File: config.mk
export PLATFORM = sky130hd
export DESIGN_NAME = sipo_block_packer
export DESIGN_NICKNAME = d
export VERILOG_FILES = /design/src/rtl/aes_uart_pkg.sv /design/src/rtl/block_hold_reg.sv /design/src/rtl/sipo_block_packer.sv
export SDC_FILE = /design/constraint.sdc
export NUM_CORES = 1
export LEC_CHECK = 0
export CORE_ASPECT_RATIO = 0.7
export CORE_MARGIN = 10
export CORE_UTILIZATION = 57
export DETAILED_ROUTE_END_ITERATION = 12
export PLACE_DENSITY = 0.84
export SYNTH_ARGS = -nofsm -noshare
export SYNTH_HDL_FRONTEND = slang
export SYNTH_SLANG_ARGS = --single-unit
export TNS_END_PERCENT = 30
File: constraint.sdc
create_clock -name clk -period 5.22 [get_ports clk]
set_input_delay 1.044 -clock clk [delete_from_list [all_inputs] [get_ports clk]]
set_output_delay 1.044 -clock clk [all_outputs]
set_load 0.01 [all_outputs]
File: src/rtl/aes_uart_pkg.sv
// Widths shared between the UART receive path and the AES core.
package aes_uart_pkg;
    localparam int AES_BLOCK_W     = 128;
    localparam int UART_BYTE_W     = 8;
    localparam int AES_BLOCK_BYTES = 16;
endpackage

File: src/rtl/block_hold_reg.sv
// Output register for one assembled block with a valid/ready handshake.
module block_hold_reg #(
    parameter int W = 128
) (
    input  logic         clk,
    input  logic         reset,
    input  logic         load,
    input  logic [W-1:0] load_data,
    input  logic         out_ready,
    output logic [W-1:0] out_data,
    output logic         out_valid,
    output logic         free
);
    // The register can take a new block when empty or when being drained now.
    assign free = !out_valid || out_ready;

    always_ff @(posedge clk) begin
        if (!reset) begin
            out_data  <= '0;
            out_valid <= 1'b0;
        end else if (load) begin
            out_data  <= load_data;
            out_valid <= 1'b1;
        end else if (out_ready) begin
            out_valid <= 1'b0;
        end
    end
endmodule

File: src/rtl/sipo_block_packer.sv
// Packs a word stream into wide blocks; one block assembles while the previous one waits.
module sipo_block_packer
    import aes_uart_pkg::*;
#(
    parameter int DATA_W    = UART_BYTE_W,
    parameter int WORDS     = AES_BLOCK_BYTES,
    parameter int MSB_FIRST = 1,
    localparam int OUT_W    = DATA_W * WORDS,
    localparam int CNT_W    = $clog2(WORDS + 1)
) (
    input  logic              clk,
    input  logic              reset,
    input  logic [DATA_W-1:0] in_data,
    input  logic              in_valid,
    output logic              in_ready,
    input  logic              clear,
    output logic [OUT_W-1:0]  out_data,
    output logic              out_valid,
    input  logic              out_ready,
    output logic [CNT_W-1:0]  fill_count
);
    logic [OUT_W-1:0] asm_data;
    logic [OUT_W-1:0] asm_next;
    logic [CNT_W-1:0] fill_next;
    logic             accept;
    logic             last_word;
    logic             asm_full;
    logic             hold_free;
    logic             load;

    assign asm_full  = (fill_count == CNT_W'(WORDS));
    assign in_ready  = reset && !clear && !asm_full;
    assign accept    = in_valid && in_ready;
    assign last_word = accept && (fill_count == CNT_W'(WORDS - 1));
    // A full assembly register has no matching slot, so asm_next equals asm_data then.
    assign load      = hold_free && (last_word || (asm_full && !clear));

    always_comb begin
        asm_next = asm_data;
        if (accept) begin
            for (int w = 0; w < WORDS; w++) begin
                if (fill_count == CNT_W'(w)) begin
                    if (MSB_FIRST != 0)
                        asm_next[OUT_W-1-w*DATA_W -: DATA_W] = in_data;
                    else
                        asm_next[w*DATA_W +: DATA_W] = in_data;
                end
            end
        end
    end

    always_comb begin
        fill_next = fill_count;
        if (clear)
            fill_next = '0;
        else if (last_word)
            fill_next = hold_free ? '0 : CNT_W'(WORDS);
        else if (accept)
            fill_next = fill_count + CNT_W'(1);
        else if (asm_full && hold_free)
            fill_next = '0;
    end

    always_ff @(posedge clk) begin
        if (!reset) begin
            fill_count <= '0;
            asm_data   <= '0;
        end else begin
            fill_count <= fill_next;
            asm_data   <= asm_next;
        end
    end

    block_hold_reg #(.W(OUT_W)) u_hold (
        .clk       (clk),
        .reset     (reset),
        .load      (load),
        .load_data (asm_next),
        .out_ready (out_ready),
        .out_data  (out_data),
        .out_valid (out_valid),
        .free      (hold_free)
    );
endmodule

==> results.py <==
metrics = {
    "run_status": {
        "status": "complete, no violations",
    },
    "grt": {
        "maximum_number_of_pins_on_one_net_before_global_route_repair": 145,
        "global_route.usage.total_pct": 19.7,
        "globalRouteOverflowTotal": 0,
        "antenna_found_initial": 0,
        "grt_pass1_wl_mm": 36.1,
        "grt_pass1_vias": 6590,
    },
    "floorplan": {
        "floorplan.die.width_um": 174,
        "std_cell_rows": 39,
        "initial_cell_density_of_the_core_pct": 58.1,
        "dieHeight_um": 128,
        "placeableCoreArea_um2": 16300,
        "io_pins": 148,
        "floorplan.die_area_um2": 22300,
    },
    "timing": {
        "timing_max_transition_violations_final": 0,
        "time_the_worst_path_needs_with_i_o_delays_and_setup_ns": 3.92,
        "setup_viol": 0,
        "tightestPinTransition_ns": 1.10,
        "rsz_0062_raised_after_global_routing": "false",
        "setup_total_negative_slack_ns": 0,
        "finalCritPeriodShare_pct": 75.1,
        "hold_viol_final": 0,
        "timing.fmax_mhz": 255,
        "slew_headroom_pct": 26.3,
        "finalWorstSetupSlack_ns": 1.30,
        "clock_skew_ns": 0.0139,
    },
    "critical_path": {
        "r2r_start": "fill_count[0]",
        "worst-path-max-fanout": 7,
        "regToRegEndpoint": "u_hold.out_data[76]",
        "r2r_cells": 8,
        "ff2ff_setup_slack_ns": 2.53,
        "critPathBufInv": 2,
        "worst-setup-path-type": "input pin to output port",
        "critical-path-top-delay-family": "buffers and inverters",
        "crit_top_cell": "sky130_fd_sc_hd__clkdlybuf4s50_1",
        "cp_cell_sequence": "clkdlybuf4s50_1, nand2b_1, nor2_1, clkdlybuf4s50_1",
        "cp_data_arrival_time_ns": 2.88,
        "cp_slowest_stage_delay_ns": 0.61,
        "timing.critical_path.required_ns": 4.18,
        "timing.critical_path.to_type": "output port",
        "critical-path-slowest-cell": "sky130_fd_sc_hd__clkdlybuf4s50_1",
        "startpoint_type": "input pin",
    },
    "layout": {
        "area_of_combinational_cells_with_multiple_inputs_um2": 3890,
        "drive_above_1_share_pct": 5.71,
        "syn2layout_area_growth_pct": 23.6,
        "nFillCells": 1227,
        "nets": 1037,
        "num_antenna_cells": 0,
        "seq_area_um2": 5250,
        "fin_cells": 1259,
        "final_design_area_no_fill_um2": 11700,
    },
    "routing": {
        "detailedRoute.firstIterationViolations": 547,
        "wl_met1_mm": 10.6,
        "highest-signal-layer": "met4",
        "avgViaCountPerCell": 5.41,
        "met3RoutedLength_mm": 1.75,
        "firstDrtPassIters": 4,
        "detailroute.wirelength.met2_mm": 9.99,
        "wire_per_inst_um": 18.1,
        "antenna_left": 0,
        "drt_drc_violations_left": 0,
        "finalWirelength_mm": 22.8,
        "detailroute.via_count": 6807,
    },
    "min_path": {
        "worst_hold_startpoint": "asm_data[25]",
        "holdCritPathClass": "flop to flop",
        "hold_path_depth": 2,
        "worstHoldEndpoint": "asm_data[25]",
    },
    "cts": {
        "clk_root_buffer_cell": "sky130_fd_sc_hd__clkbuf_16",
        "clock_pin_slew_reported_for_the_worst_setup_and_hold_paths_after_clock_tree_synthesis_ns": 0.06,
        "cts_htree_levels": 1,
        "clock_sinks": 262,
        "ctsLongestPathBuffers": 3,
        "tritoncts": "yes",
        "clk-insertion-delay-late_ns": 0.51,
        "cts_hold_repair.buffers": 0,
        "post_cts_resized": 0,
        "count_of_buffers_added_by_post_cts_timing_repair_for_setup": 0,
        "numCtsBuffers": 24,
    },
    "power": {
        "ir_drop_mv": 0.261,
        "total_power_mw": 3.98,
        "power-per-cell-area_nw_per_um2": 339,
        "power.share.sequential_pct": 51.4,
        "total_switching_power_mw": 0.853,
        "share_clk_of_total_power_pct": 43.4,
        "internal-power_mw": 3.13,
        "combinationalPowerShare_pct": 5.2,
        "switch_share_pct": 21.4,
        "static-leakage-power_nw": 4.52,
    },
    "placed_design": {
        "port_buffers": 147,
        "dp_hpwl_mm": 13.8,
        "placedInstanceArea_um2": 11000,
        "numPlacedInstances": 1218,
        "place.gp.congestion": 0.815,
        "dp_slack_ns": 1.35,
    },
    "yosys": {
        "synth_largest_area_cell": "sky130_fd_sc_hd__dfxtp_1",
        "synth-seq-cells": 262,
        "gate_count_after_technology_mapping": 918,
        "synth.lib_cells_used.distinct": 35,
        "sequential_element_share_of_the_synthesized_area_pct": 55.3,
        "netlist_top_cells_area": "sky130_fd_sc_hd__dfxtp_1, sky130_fd_sc_hd__mux2i_1, sky130_fd_sc_hd__nor2b_1",
        "synthArstFlopShare_pct": 0,
        "top_area_cell_type_share_of_the_netlist_area_pct": 55.3,
        "avgSynthCellArea_um2": 10.3,
        "ys.warnings.count": 0,
        "synth-edff-count": 0,
        "mappedNetlistNets": 936,
        "netlist_area_um2": 9490,
        "synth_ff_type": "sky130_fd_sc_hd__dfxtp_1",
    },
    "flow_run": {
        "maxCapViolations": 0,
    },
}
## worst max path at each step
stage	from	endpoint	slack (ns)	cells after the start
4_1_cts	clear	in_ready	1.33	4
3_3_place_gp	clear	in_ready	1.39	4
2_1_floorplan	clear	in_ready	2.68	3
6_report	clear	in_ready	1.30	4
3_5_place_dp	clear	in_ready	1.35	4
5_1_grt	clear	in_ready	1.26	4
## worst min-delay path: stages (launching register included)
cell	delay (ns)
sky130_fd_sc_hd__dfxtp_1	0.30
sky130_fd_sc_hd__mux2i_1	0.07
sky130_fd_sc_hd__nor2b_1	0.10
## power groups by stage
stage / combinational [mW] / clock (mW) / sequential [mW]
floorplan: 0.0949 / 0 / 2.10
global placement: 0.201 / 0 / 2.09
detailed placement: 0.204 / 0 / 2.09
CTS: 0.206 / 1.75 / 2.05
global route: 0.221 / 1.82 / 2.05
finish: 0.205 / 1.73 / 2.05
## sequential cells by signal, summed over array words and instances, names as in the netlist
register          flops
asm_data            128
fill_count            5
u_hold.out_valid      1
u_hold.out_data     128
## routing by layer
layer,up-vias,GRT usage (%)
met1,3250,26.2
li1,3356,-
met3,38,6.47
met5,-,0
met4,0,4.41
met2,163,30.6
## per-stage QoR
stage / util [%] / hold slack (ns)
floorplan: - / 0.478
global placement: 67.0 / 0.491
detailed placement: 67.0 / 0.498
CTS: 71.8 / 0.515
global route: 71.8 / 0.534
finish: 71.8 / 0.511
## cell families (layout without fill, tap and decap cells)
logic type | after synthesis | after routing | share of synthesized area [%]
compound gates | 266 | 266 | 14.2
flops | 262 | 262 | 55.3
simple gates | 176 | 176 | 12.3
mux | 130 | 130 | 13.7
buf+inv | 79 | 195 | 3.82
fa+ha+maj | 5 | 5 | 0.659
## cells in the final DEF, fill, tap and decap left out, drive strengths merged, types with 2 or more instances in the layout
master,count
dfxtp,262
clkdlybuf4s50,146
nor2b,132
o21ai,131
mux2i,130
a21oi,130
clkbuf,36
nand2,13
nor2,9
nand3b,5
ha,5
buf,5
clkinv,4
inv,3
and3b,3
and4bb,3
and3,2
nand2b,2
a22oi,2
## Yosys cell counts, drive strengths merged, types with 2 or more instances
cell type / count
dfxtp: 262
nor2b: 132
o21ai: 131
a21oi: 130
mux2i: 130
clkbuf: 40
buf: 36
nand2: 13
nor2: 9
ha: 5
nand3b: 5
and3b: 3
and4bb: 3
inv: 3
a22oi: 2
and3: 2
nand2b: 2
## layout make-up
| class | instances | area share [%] |
|---|---|---|
| Clock buffer | 36 | 6.20 |
| Clock inverter | 5 | 0.427 |
| Inverter | 3 | 0.0960 |
| Multi-Input combinational cell | 577 | 33.2 |
| Sequential cell | 262 | 44.7 |
| Tap cell | 225 | 2.40 |
| Timing Repair Buffer | 151 | 13.0 |
Power figures use the tool's default switching activity.
